**src/rtl/fetch_unit.sv**
```systemverilog
// Instruction fetch stage: issues one memory request at a time and holds
// each fetched word until decode takes it; redirects squash in-flight work.
module fetch_unit #(
  parameter int INSTRUCTION = 32,
  parameter int ADDRESS = 32,
  parameter logic [ADDRESS-1:0] RESET_PC = '0
) (
  input  logic                   clk,
  input  logic                   reset,
  output logic                   imem_req_valid,
  input  logic                   imem_req_ready,
  output logic [ADDRESS-1:0]     imem_req_addr,
  input  logic                   imem_rsp_valid,
  input  logic [INSTRUCTION-1:0] imem_rsp_data,
  input  logic                   redirect_valid,
  input  logic [ADDRESS-1:0]     redirect_pc,
  output logic                   instr_valid,
  input  logic                   instr_ready,
  output logic [INSTRUCTION-1:0] instruction,
  output logic [ADDRESS-1:0]     instr_pc
);

  typedef enum logic [2:0] {
    IDLE,
    REQ,
    WAIT,
    DROP,
    HOLD
  } state_t;

  state_t state, state_nx;

  logic [ADDRESS-1:0]     pc, pc_nx;
  logic [ADDRESS-1:0]     target;
  logic [INSTRUCTION-1:0] instr_nx;
  logic [ADDRESS-1:0]     ipc_nx;

  assign target = {redirect_pc[ADDRESS-1:2], 2'b00};

  always_ff @(posedge clk or posedge reset) begin
    if (reset) begin
      state       <= IDLE;
      pc          <= RESET_PC;
      instruction <= '0;
      instr_pc    <= '0;
    end else begin
      state       <= state_nx;
      pc          <= pc_nx;
      instruction <= instr_nx;
      instr_pc    <= ipc_nx;
    end
  end

  always_comb begin
    state_nx = state;
    pc_nx    = pc;
    instr_nx = instruction;
    ipc_nx   = instr_pc;
    unique case (state)
      IDLE: begin
        if (redirect_valid) pc_nx = target;
        state_nx = REQ;
      end
      REQ: begin
        if (redirect_valid) begin
          pc_nx = target;
          // an accepted stale request must still be drained
          if (imem_req_ready) state_nx = DROP;
        end else if (imem_req_ready) begin
          state_nx = WAIT;
        end
      end
      WAIT: begin
        if (redirect_valid) begin
          pc_nx    = target;
          state_nx = imem_rsp_valid ? REQ : DROP;
        end else if (imem_rsp_valid) begin
          instr_nx = imem_rsp_data;
          ipc_nx   = pc;
          pc_nx    = pc + ADDRESS'(4);
          state_nx = HOLD;
        end
      end
      DROP: begin
        if (redirect_valid) pc_nx = target;
        if (imem_rsp_valid) state_nx = REQ;
      end
      HOLD: begin
        if (redirect_valid) begin
          pc_nx    = target;
          state_nx = REQ;
        end else if (instr_ready) begin
          state_nx = REQ;
        end
      end
      default: state_nx = IDLE;
    endcase
  end

  assign imem_req_valid = (state == REQ);
  assign imem_req_addr  = pc;
  assign instr_valid    = (state == HOLD) && !redirect_valid;

endmodule

```
**config.mk**
```make
export PLATFORM = sky130hd
export DESIGN_NAME = fetch_unit
export DESIGN_NICKNAME = d
export VERILOG_FILES = /design/src/rtl/fetch_unit.sv
export SDC_FILE = /design/constraint.sdc
export NUM_CORES = 1
export LEC_CHECK = 0
export CELL_PAD_IN_SITES_DETAIL_PLACEMENT = 1
export CELL_PAD_IN_SITES_GLOBAL_PLACEMENT = 1
export CORE_ASPECT_RATIO = 0.8
export CORE_MARGIN = 2
export CORE_UTILIZATION = 46
export DETAILED_ROUTE_END_ITERATION = 7
export DONT_BUFFER_PORTS = 1
export PLACE_DENSITY_LB_ADDON = 0.15
export SLEW_MARGIN = 20
export SYNTH_ARGS = -nofsm -noshare
export SYNTH_HDL_FRONTEND = slang
export SYNTH_SLANG_ARGS = --single-unit
```
**constraint.sdc**
```tcl
create_clock -name clk -period 4.3 [get_ports clk]
set_clock_uncertainty 0.15 [all_clocks]
set_input_delay 0.645 -clock clk [delete_from_list [all_inputs] [get_ports clk]]
set_output_delay 0.645 -clock clk [all_outputs]
set_load 0.02 [all_outputs]
```
* Word-level counts from Yosys, hierarchy flattened *
Cells that the tools add are included.

operators by class
  order comparisons = 0
  shift operators = 0
  mux-type cells = 14
  reductions and logical operators = 8
  div/mod/pow operators = 0
  equality and inequality tests = 9
  multiply operators = 0
  add/subtract/negate cells = 1
  bitwise logic cells = 1

operator list
  cell                                                             number
  32-bit 2-to-1 mux                                                3
  32-bit case mux with 2 select lines                              1
  32-bit by 3-bit adder with 32-bit output, second input constant  1
  3-bit 2-to-1 mux                                                 8
  3-bit case mux with 5 select lines                               1
  3-bit by 2-bit == test with 1-bit output, second input constant  2
  3-bit != test, second input constant                             2
  3-bit AND reduction                                              2
  2-bit by 1-bit != test with 1-bit output, second input constant  2
  4-bit AND reduction                                              1
  4-bit OR reduction                                               1
  3-bit by 1-bit == test with 1-bit output, second input constant  1
  3-bit == test, second input constant                             1
  3-bit logical NOT                                                1
  2-bit 2-to-1 mux                                                 1
  2-bit != test, second input constant                             1
  2-bit nonzero test                                               1
  1-bit logical AND                                                1
  1-bit logical NOT                                                1
  1-bit inverter                                                   1

storage, ports and cells
  flip-flop bits (word level) = 99
  logic and storage cells = 37
  RAM bits = 0
  memory bits (read-only) = 0
  output and inout bits = 98
  memories = 0
  bits in latches = 0

* Longest topological paths before layout *
Gate-level depths: netlist (run 1).

  depth in word-level cells = 4
  depth in mapped cells = 8

* Worst setup path before layout (run 1) *
OpenSTA, ideal clock, no wires.

  kind = register to register
  start point = register pc[2], in the netlist imem_req_addr[2]
  end point = register pc[26], in the netlist imem_req_addr[26]
  clock period less this slack = 2.286 ns
  arrival = 1.998 ns
  setup slack = 2.014 ns
  cell stages (with the launch flop) = 7
  setup time = 0.137 ns
  path through = dfrtp_1 > ha_1 > nand4_1 > nor4_1 > nand2_1 > o32ai_1 > a21oi_1

between the ends
  word-level cells in the longest chain between the ends = 4

RTL lines
  what                                      line  text
  from (decl)                               33    logic [ADDRESS-1:0] pc, pc_nx;
  from (signal assigned)                    48    pc <= pc_nx;
  32-bit by 3-bit adder with 32-bit output  80    pc_nx = pc + ADDRESS'(4);
  32-bit 2-to-1 mux                         77    end else if (imem_rsp_valid) begin
  32-bit 2-to-1 mux                         74    if (redirect_valid) begin
  32-bit case mux with 2 select lines       59    unique case (state)

No other way between the ends. The select of a mux whose other input is x is not followed.
A chain may end at the register's enable or synchronous reset.

* Final worst setup path (run 1) *
  start point = register pc[2], in the netlist imem_req_addr[2]
  end point = register pc[28], in the netlist imem_req_addr[28]

Same word-level chain as after synthesis.

==> results of run 1 <==
placed cells by master (no fill, tap or decap), drive strengths merged, types with 7 or more instances in the layout:
cell type / count
a21oi: 26
clkbuf: 12
dfrtp: 95
mux2: 33
nand2: 123
nand3: 14
nand4: 11
nor2: 24
nor4: 7
o21ai: 21
o22ai: 11
kinds of logic after synthesis:
group / Yosys count
flip-flops: 95
other: 1
AO/OA/AOI/OAI: 90
AND/OR/NAND/NOR: 201
multiplexers: 36
buffers and inverters: 35
adder cells (fa/ha/maj): 1
per-stage QoR:
stage	worst slack (ns)	cells
after global routing	0.974	572
after global placement	1.42	556
after floorplan	1.03	462
after CTS	1.27	572
final	1.28	572
after detailed placement	1.32	556
registers in the layout, indices dropped and copies added (netlist names):
name,flops
instruction,32
imem_req_addr,30
instr_pc,30
state,3
metal layers:
metal  track usage  vias up  part of all wire
met5             0        -                 0
met4        0.0661        0             0.011
met3        0.0767       10             0.073
met2         0.368      103              0.49
met1         0.293     1749              0.43
li1              -     1581                 -
worst max path at each step:
| stage | startpoint | end | slack, ns | cells past startpoint |
|---|---|---|---|---|
| 3_5_place_dp | imem_req_addr[2]$_DFFE_PP0P_ | imem_req_addr[30]$_DFFE_PP0P_ | 1.32 | 6 |
| 3_3_place_gp | imem_req_addr[2]$_DFFE_PP0P_ | imem_req_addr[26]$_DFFE_PP0P_ | 1.42 | 6 |
| 2_1_floorplan | reset | imem_req_addr[10]$_DFFE_PP0P_ | 1.03 | 1 |
| 5_1_grt | imem_req_addr[3]$_DFFE_PP0P_ | imem_req_addr[30]$_DFFE_PP0P_ | 0.97 | 6 |
| 6_report | imem_req_addr[2]$_DFFE_PP0P_ | imem_req_addr[28]$_DFFE_PP0P_ | 1.28 | 6 |
| 4_1_cts | imem_req_addr[2]$_DFFE_PP0P_ | imem_req_addr[28]$_DFFE_PP0P_ | 1.27 | 6 |
critical path: cells and delay by family, from the launching register on:
family	cells	cell delay (ns)
AND/OR/NAND/NOR	5	1.86
adder cells (fa/ha/maj)	1	0.30
flip-flops	1	0.57
cell type report:
cell class	instances	area, sq um	area share
Tap cell	119	149	0.0306
Clock buffer	12	256	0.0528
Sequential cell	95	2380	0.489
Timing Repair Buffer	6	57.6	0.0118
Inverter	4	20.0	0.00412
Clock inverter	4	52.6	0.0108
Multi-Input combinational cell	332	1950	0.401
Yosys cell counts, drive strengths merged (2+ instances only):
cell type / instances / area share
a211o: 2 / 0.0039
a211oi: 2 / 0.0034
a21oi: 26 / 0.029
a22oi: 2 / 0.0034
a2bb2oi: 6 / 0.012
a31oi: 3 / 0.0042
and3: 2 / 0.0028
and4: 4 / 0.0079
buf: 18 / 0.023
clkbuf: 13 / 0.011
dfrtp: 95 / 0.53
inv: 4 / 0.0034
mux2: 33 / 0.083
mux2i: 3 / 0.0067
nand2: 123 / 0.10
nand2b: 2 / 0.0028
nand3: 14 / 0.016
nand4: 11 / 0.017
nor2: 24 / 0.021
nor2b: 2 / 0.0028
nor3: 4 / 0.0045
nor4: 7 / 0.015
o21ai: 21 / 0.024
o22a: 3 / 0.0059
o22ai: 11 / 0.015
o2bb2a: 2 / 0.0045
o32ai: 2 / 0.0039
or4: 2 / 0.0042
power by group:
group          switching, mW  total, mW  internal, mW
registers               1.03       2.35          1.32
clock network          0.334      0.819         0.485
logic                  0.569       1.02         0.453
==> results.json, run 1 <==
{
  "slew_viol_final": 0,
  "syn_inst": 459,
  "outcome": "finished, final reports clean",
  "vias_per_cell": 6.02,
  "post_cts_resized": 0,
  "fin_tns_setup_ns": 0,
  "synth_edf_count": 0,
  "grt_max_degree": 80,
  "peakVddDrop_mv": 0.298,
  "nFillCells": 1067,
  "worstMarginPinSlew_ns": 1.11,
  "setup_violations": 0,
  "crit_top_cell": "nor4_1",
  "r2r_cells": 6,
  "synth.area.mux_share": 0.0902,
  "antenna_found_initial": 0,
  "core_area_sq_um": 9530,
  "ioPinCount": 168,
  "syn_avg_cell_area_sq_um": 9.70,
  "root_buffer": "clkbuf_16",
  "hold_buffers": 0,
  "r2r_slack_ns": 1.28,
  "powerDensity_nw_per_um2": 862,
  "crit_path_top_delay_cell": "nor4_1",
  "synthAdderAreaFrac": 0.00281,
  "clk_latency_ns": 0.34,
  "clk_path_buf_depth": 2,
  "route.detailed.wl_per_inst_um": 20.3,
  "ys_warn_count": 0,
  "antenna_left": 0,
  "cts_tree": "done",
  "first_global_vias": 3641,
  "r2r-end": "imem_req_addr[28]$_DFFE_PP0P_",
  "dp_hpwl_mm": 8.04,
  "critical_path.cell_chain": "ha_1, nand4_1, nor4_1, nand2_1, nor4_1, nor3_1",
  "antenna_cells": 0,
  "dieHeight_um": 92.0,
  "cts.clk_slew.worst_paths_ns": 0.06,
  "synth-compound-area-share": 0.128,
  "ys_seq_area_frac": 0.534,
  "rsz0062_at_grt": "no",
  "synth_ff_type": "dfrtp_1",
  "synth_async_sr_flop_share": 1.00,
  "crit_arrival_ns": 3.08,
  "synth_top_family_by_area": "simple AND/OR/NAND/NOR gates",
  "drive_gt1_frac": 0.139,
  "rows": 32,
  "first_pass_iters": 4,
  "endpoint_kind": "flop",
  "hp-class": "primary input to asynchronous set/reset pin",
  "syn-cell-area_sq_um": 4450,
  "vias": 3443,
  "fin_hold_ws_ns": 0.123,
  "relSlewSlack": 0.251,
  "crit_type": "flop to flop",
  "synthXorXnorAreaFrac": 0,
  "final_util": 0.510,
  "fin_crit_sh": 0.703,
  "p_leak_nw": 2.11,
  "cts_setup_buffers": 0,
  "grt_pass1_wl_mm": 18.8,
  "power_mw": 4.19,
  "cts.sinks": 95,
  "synthSimpleGateAreaFrac": 0.207,
  "drt_iter0_drc": 131,
  "crit_fanout": 6,
  "required_ns": 4.35,
  "wl_mm": 11.6,
  "fin_crit_ns": 3.02,
  "chipWidth_um": 114,
  "area_growth_pct": 9.13,
  "place_area_sq_um": 4550,
  "grt_overflow": 0,
  "port_buffers": 0,
  "cp-start-kind": "flop",
  "grt_use_total": 0.228,
  "start_util": 0.467,
  "final_area_sq_um": 4860,
  "worstReg2RegStart": "imem_req_addr[2]$_DFFE_PP0P_",
  "hold_viol": 0,
  "fmax_mhz": 331,
  "synth_cell_types": 53,
  "cap_violations": 0,
  "htreeDepth": 3,
  "die_area_sq_um": 10500,
  "ys_ff_latch": 95,
  "fin_nets": 519,
  "cts_buffers": 9,
  "critPathMaxStageDelay_ns": 0.80,
  "drc_errors": 0,
  "gp_congestion": 0.811
}
Note: power is estimated with default switching activity, not from simulation.
==> inputs of run 2 (changes only) <==
ABC_AREA = 1   (was not set)
CORE_UTILIZATION = 41   (was 46)
clock period = 2.7 ns   (was 4.3 ns; I/O delays follow)
==> run 2 against run 1 <==
Against the previous run:
- first-iteration DRC count increased by 20%
- maximum frequency increased by 31%
- count of clock-buffer cells in the layout decreased by 3
- combinational power increased by 88%
- worst hold slack got worse by 0.075 ns
- critical path depth increased by 4
- critical endpoint is now imem_req_addr[26]$_DFFE_PP0P_
- sequential power increased by 56%
- clock power increased by 53%
- register-to-register slack got worse by 0.89 ns
- largest power group unchanged
==> results.json, run 2 <==
{
  "htreeDepth": 3,
  "syn-cell-area_sq_um": 4820,
  "chipWidth_um": 125,
  "route.detailed.wl_per_inst_um": 18.3,
  "ys_warn_count": 0,
  "power_mw": 6.84,
  "hold_buffers": 1,
  "clk_latency_ns": 0.35,
  "worstReg2RegStart": "imem_req_addr[3]$_DFFE_PP0P_",
  "endpoint_kind": "flop",
  "largest_register_ffs": 32,
  "grt_overflow": 0,
  "drc_errors": 0,
  "fin_crit_ns": 2.31,
  "grt_pass1_wl_mm": 21.8,
  "first_global_vias": 3945,
  "antenna_left": 0,
  "mostFrequentLayoutCell": "nand2_1",
  "fin_hold_ws_ns": 0.0481,
  "crit_arrival_ns": 2.40,
  "core_area_sq_um": 11500,
  "fin_nets": 647,
  "dieHeight_um": 101,
  "required_ns": 2.79,
  "yosys.area.top_type": "dfrtp_1",
  "critPathMaxStageDelay_ns": 0.52,
  "synth.most_common_cell": "nand2_1",
  "drive_gt1_frac": 0.139,
  "syn_avg_cell_area_sq_um": 8.37,
  "cts.sinks": 95,
  "synth_ff_type": "dfrtp_1",
  "worstMarginPinSlew_ns": 0.621,
  "ys_seq_area_frac": 0.493,
  "wl_mm": 13.4,
  "port_buffers": 0,
  "cp-start-kind": "flop",
  "setup_ws_ns": 0.391,
  "vias_per_cell": 5.27,
  "synth.area.top_cells": "dfrtp_1, nand2_1, mux2_2, nor2_1, mux2_4",
  "antenna_found_initial": 0,
  "cts_tree": "done",
  "p_leak_nw": 2.55,
  "hold_viol": 0,
  "grt_use_total": 0.220,
  "area_growth_pct": 9.99,
  "post-place-ws_ns": 0.384,
  "relSlewSlack": 0.583,
  "cp-endpoint": "imem_req_addr[26]$_DFFE_PP0P_",
  "synth_cell_types": 30,
  "rsz0062_at_grt": "no",
  "ys_ff_latch": 95,
  "r2r-end": "imem_req_addr[26]$_DFFE_PP0P_",
  "post_cts_resized": 0,
  "powerDensity_nw_per_um2": 1290,
  "synth_top_area_share": 0.493,
  "vias": 3843,
  "regMostFlops": "instruction",
  "fin_tns_setup_ns": 0,
  "crit_top_cell": "nand2_1",
  "synth_edf_count": 0,
  "grt_max_degree": 64,
  "clk_path_buf_depth": 2,
  "slew_viol_final": 0,
  "nFillCells": 1372,
  "first_pass_iters": 4,
  "cp-startpoint": "imem_req_addr[3]$_DFFE_PP0P_",
  "rows": 35,
  "peakVddDrop_mv": 0.505,
  "r2r_cells": 10,
  "cts_setup_buffers": 0,
  "antenna_cells": 0,
  "cts.clk_slew.worst_paths_ns": 0.07,
  "fmax_mhz": 433,
  "synth_async_sr_flop_share": 1.00,
  "fin_crit_sh": 0.855,
  "hp-class": "primary input to flop",
  "cap_violations": 0,
  "drt_iter0_drc": 157,
  "layout_common_cells": "nand2_1, dfrtp_1, nor2_1",
  "synth_common_cells": "nand2_1, dfrtp_1, nor2_1, inv_1, o21ai_0",
  "cts_buffers": 9,
  "gp_congestion": 0.887,
  "outcome": "finished, final reports clean",
  "ioPinCount": 168,
  "start_util": 0.420,
  "setup_violations": 0,
  "crit_type": "flop to flop",
  "root_buffer": "clkbuf_16",
  "syn_inst": 576,
  "critical_path.cell_chain": "ha_1, nand2_1, nor2_1, nand2_1, nor2_1, nand2_1, nand2_1, nand3_1, nand2_1, nand2_1",
  "crit_path_top_delay_cell": "dfrtp_1",
  "r2r_slack_ns": 0.39,
  "crit_fanout": 6,
  "die_area_sq_um": 12700,
  "dp_hpwl_mm": 9.82
}
==> run 2: power by group <==
part / leakage, nW / internal, mW / switching (mW) / total [mW]
Sequential: 1.15 / 2.09 / 1.57 / 3.67
Combinational: 1.25 / 0.800 / 1.12 / 1.92
Clock: 0.141 / 0.646 / 0.603 / 1.25
Total: 2.55 / 3.54 / 3.30 / 6.84
==> run 2: worst max-delay path: cells and delay by family, from the launching register on <==
family	cells	cell delay, ns
and+or+nand+nor	9	1.29
adders and majority gates	1	0.24
DFF	1	0.52
==> run 2: cells by family after synthesis <==
kind of cell | count (synthesis) | share of synthesized area
AND/OR/NAND/NOR | 276 | 0.235
flip-flops | 95 | 0.493
AO/OA/AOI/OAI | 81 | 0.0854
buffers and inverters | 79 | 0.0729
multiplexers | 40 | 0.105
XOR/XNOR | 3 | 0.00545
adder cells (fa/ha/maj) | 1 | 0.00259
other | 1 | 0.000778
==> run 2: worst min-delay path by stage <==
| stage | end | cells after the start | slack (ns) | startpoint |
|---|---|---|---|---|
| after floorplan | imem_req_addr[4]$_DFFE_PP0P_ | 2 | 0.40 | redirect_pc[4] |
| after global placement | instruction[11]$_DFFE_PP0P_ | 1 | 0.17 | reset |
| after detailed placement | instruction[26]$_DFFE_PP0P_ | 1 | 0.17 | reset |
| after CTS | imem_req_addr[4]$_DFFE_PP0P_ | 2 | 0.04 | redirect_pc[4] |
| after global routing | instruction[31]$_DFFE_PP0P_ | 1 | 0.04 | imem_rsp_data[31] |
| final | imem_req_addr[4]$_DFFE_PP0P_ | 2 | 0.05 | redirect_pc[4] |
==> run 2: stage by stage <==
| step | utilization | instances | cell area, sq um |
|---|---|---|---|
| final | 0.462 | 729 | 5300 |
| after global placement | 0.436 | 712 | 5000 |
| after CTS | 0.462 | 729 | 5300 |
| after floorplan | - | 579 | 4840 |
| after detailed placement | 0.436 | 712 | 5000 |
| after global routing | 0.462 | 729 | 5300 |
==> run 2: layer usage <==
metal	share of wire	vias up	track usage	wire [um]
met5	0	-	0	0
met2	0.42	135	0.333	5580
met4	0.0095	0	0.0530	127
met1	0.48	1853	0.304	6490
li1	-	1844	-	-
met3	0.088	11	0.0796	1180
==> run 2: final cells by class <==
class	count	area [sq um]	area share
multi-input cells	405	2110	0.398
clock buffers	9	225	0.0425
repair buffers	10	128	0.0241
inverters	55	210	0.0396
flip-flops and latches	95	2380	0.448
well taps	148	185	0.0349
clock inverters	7	66.3	0.0125
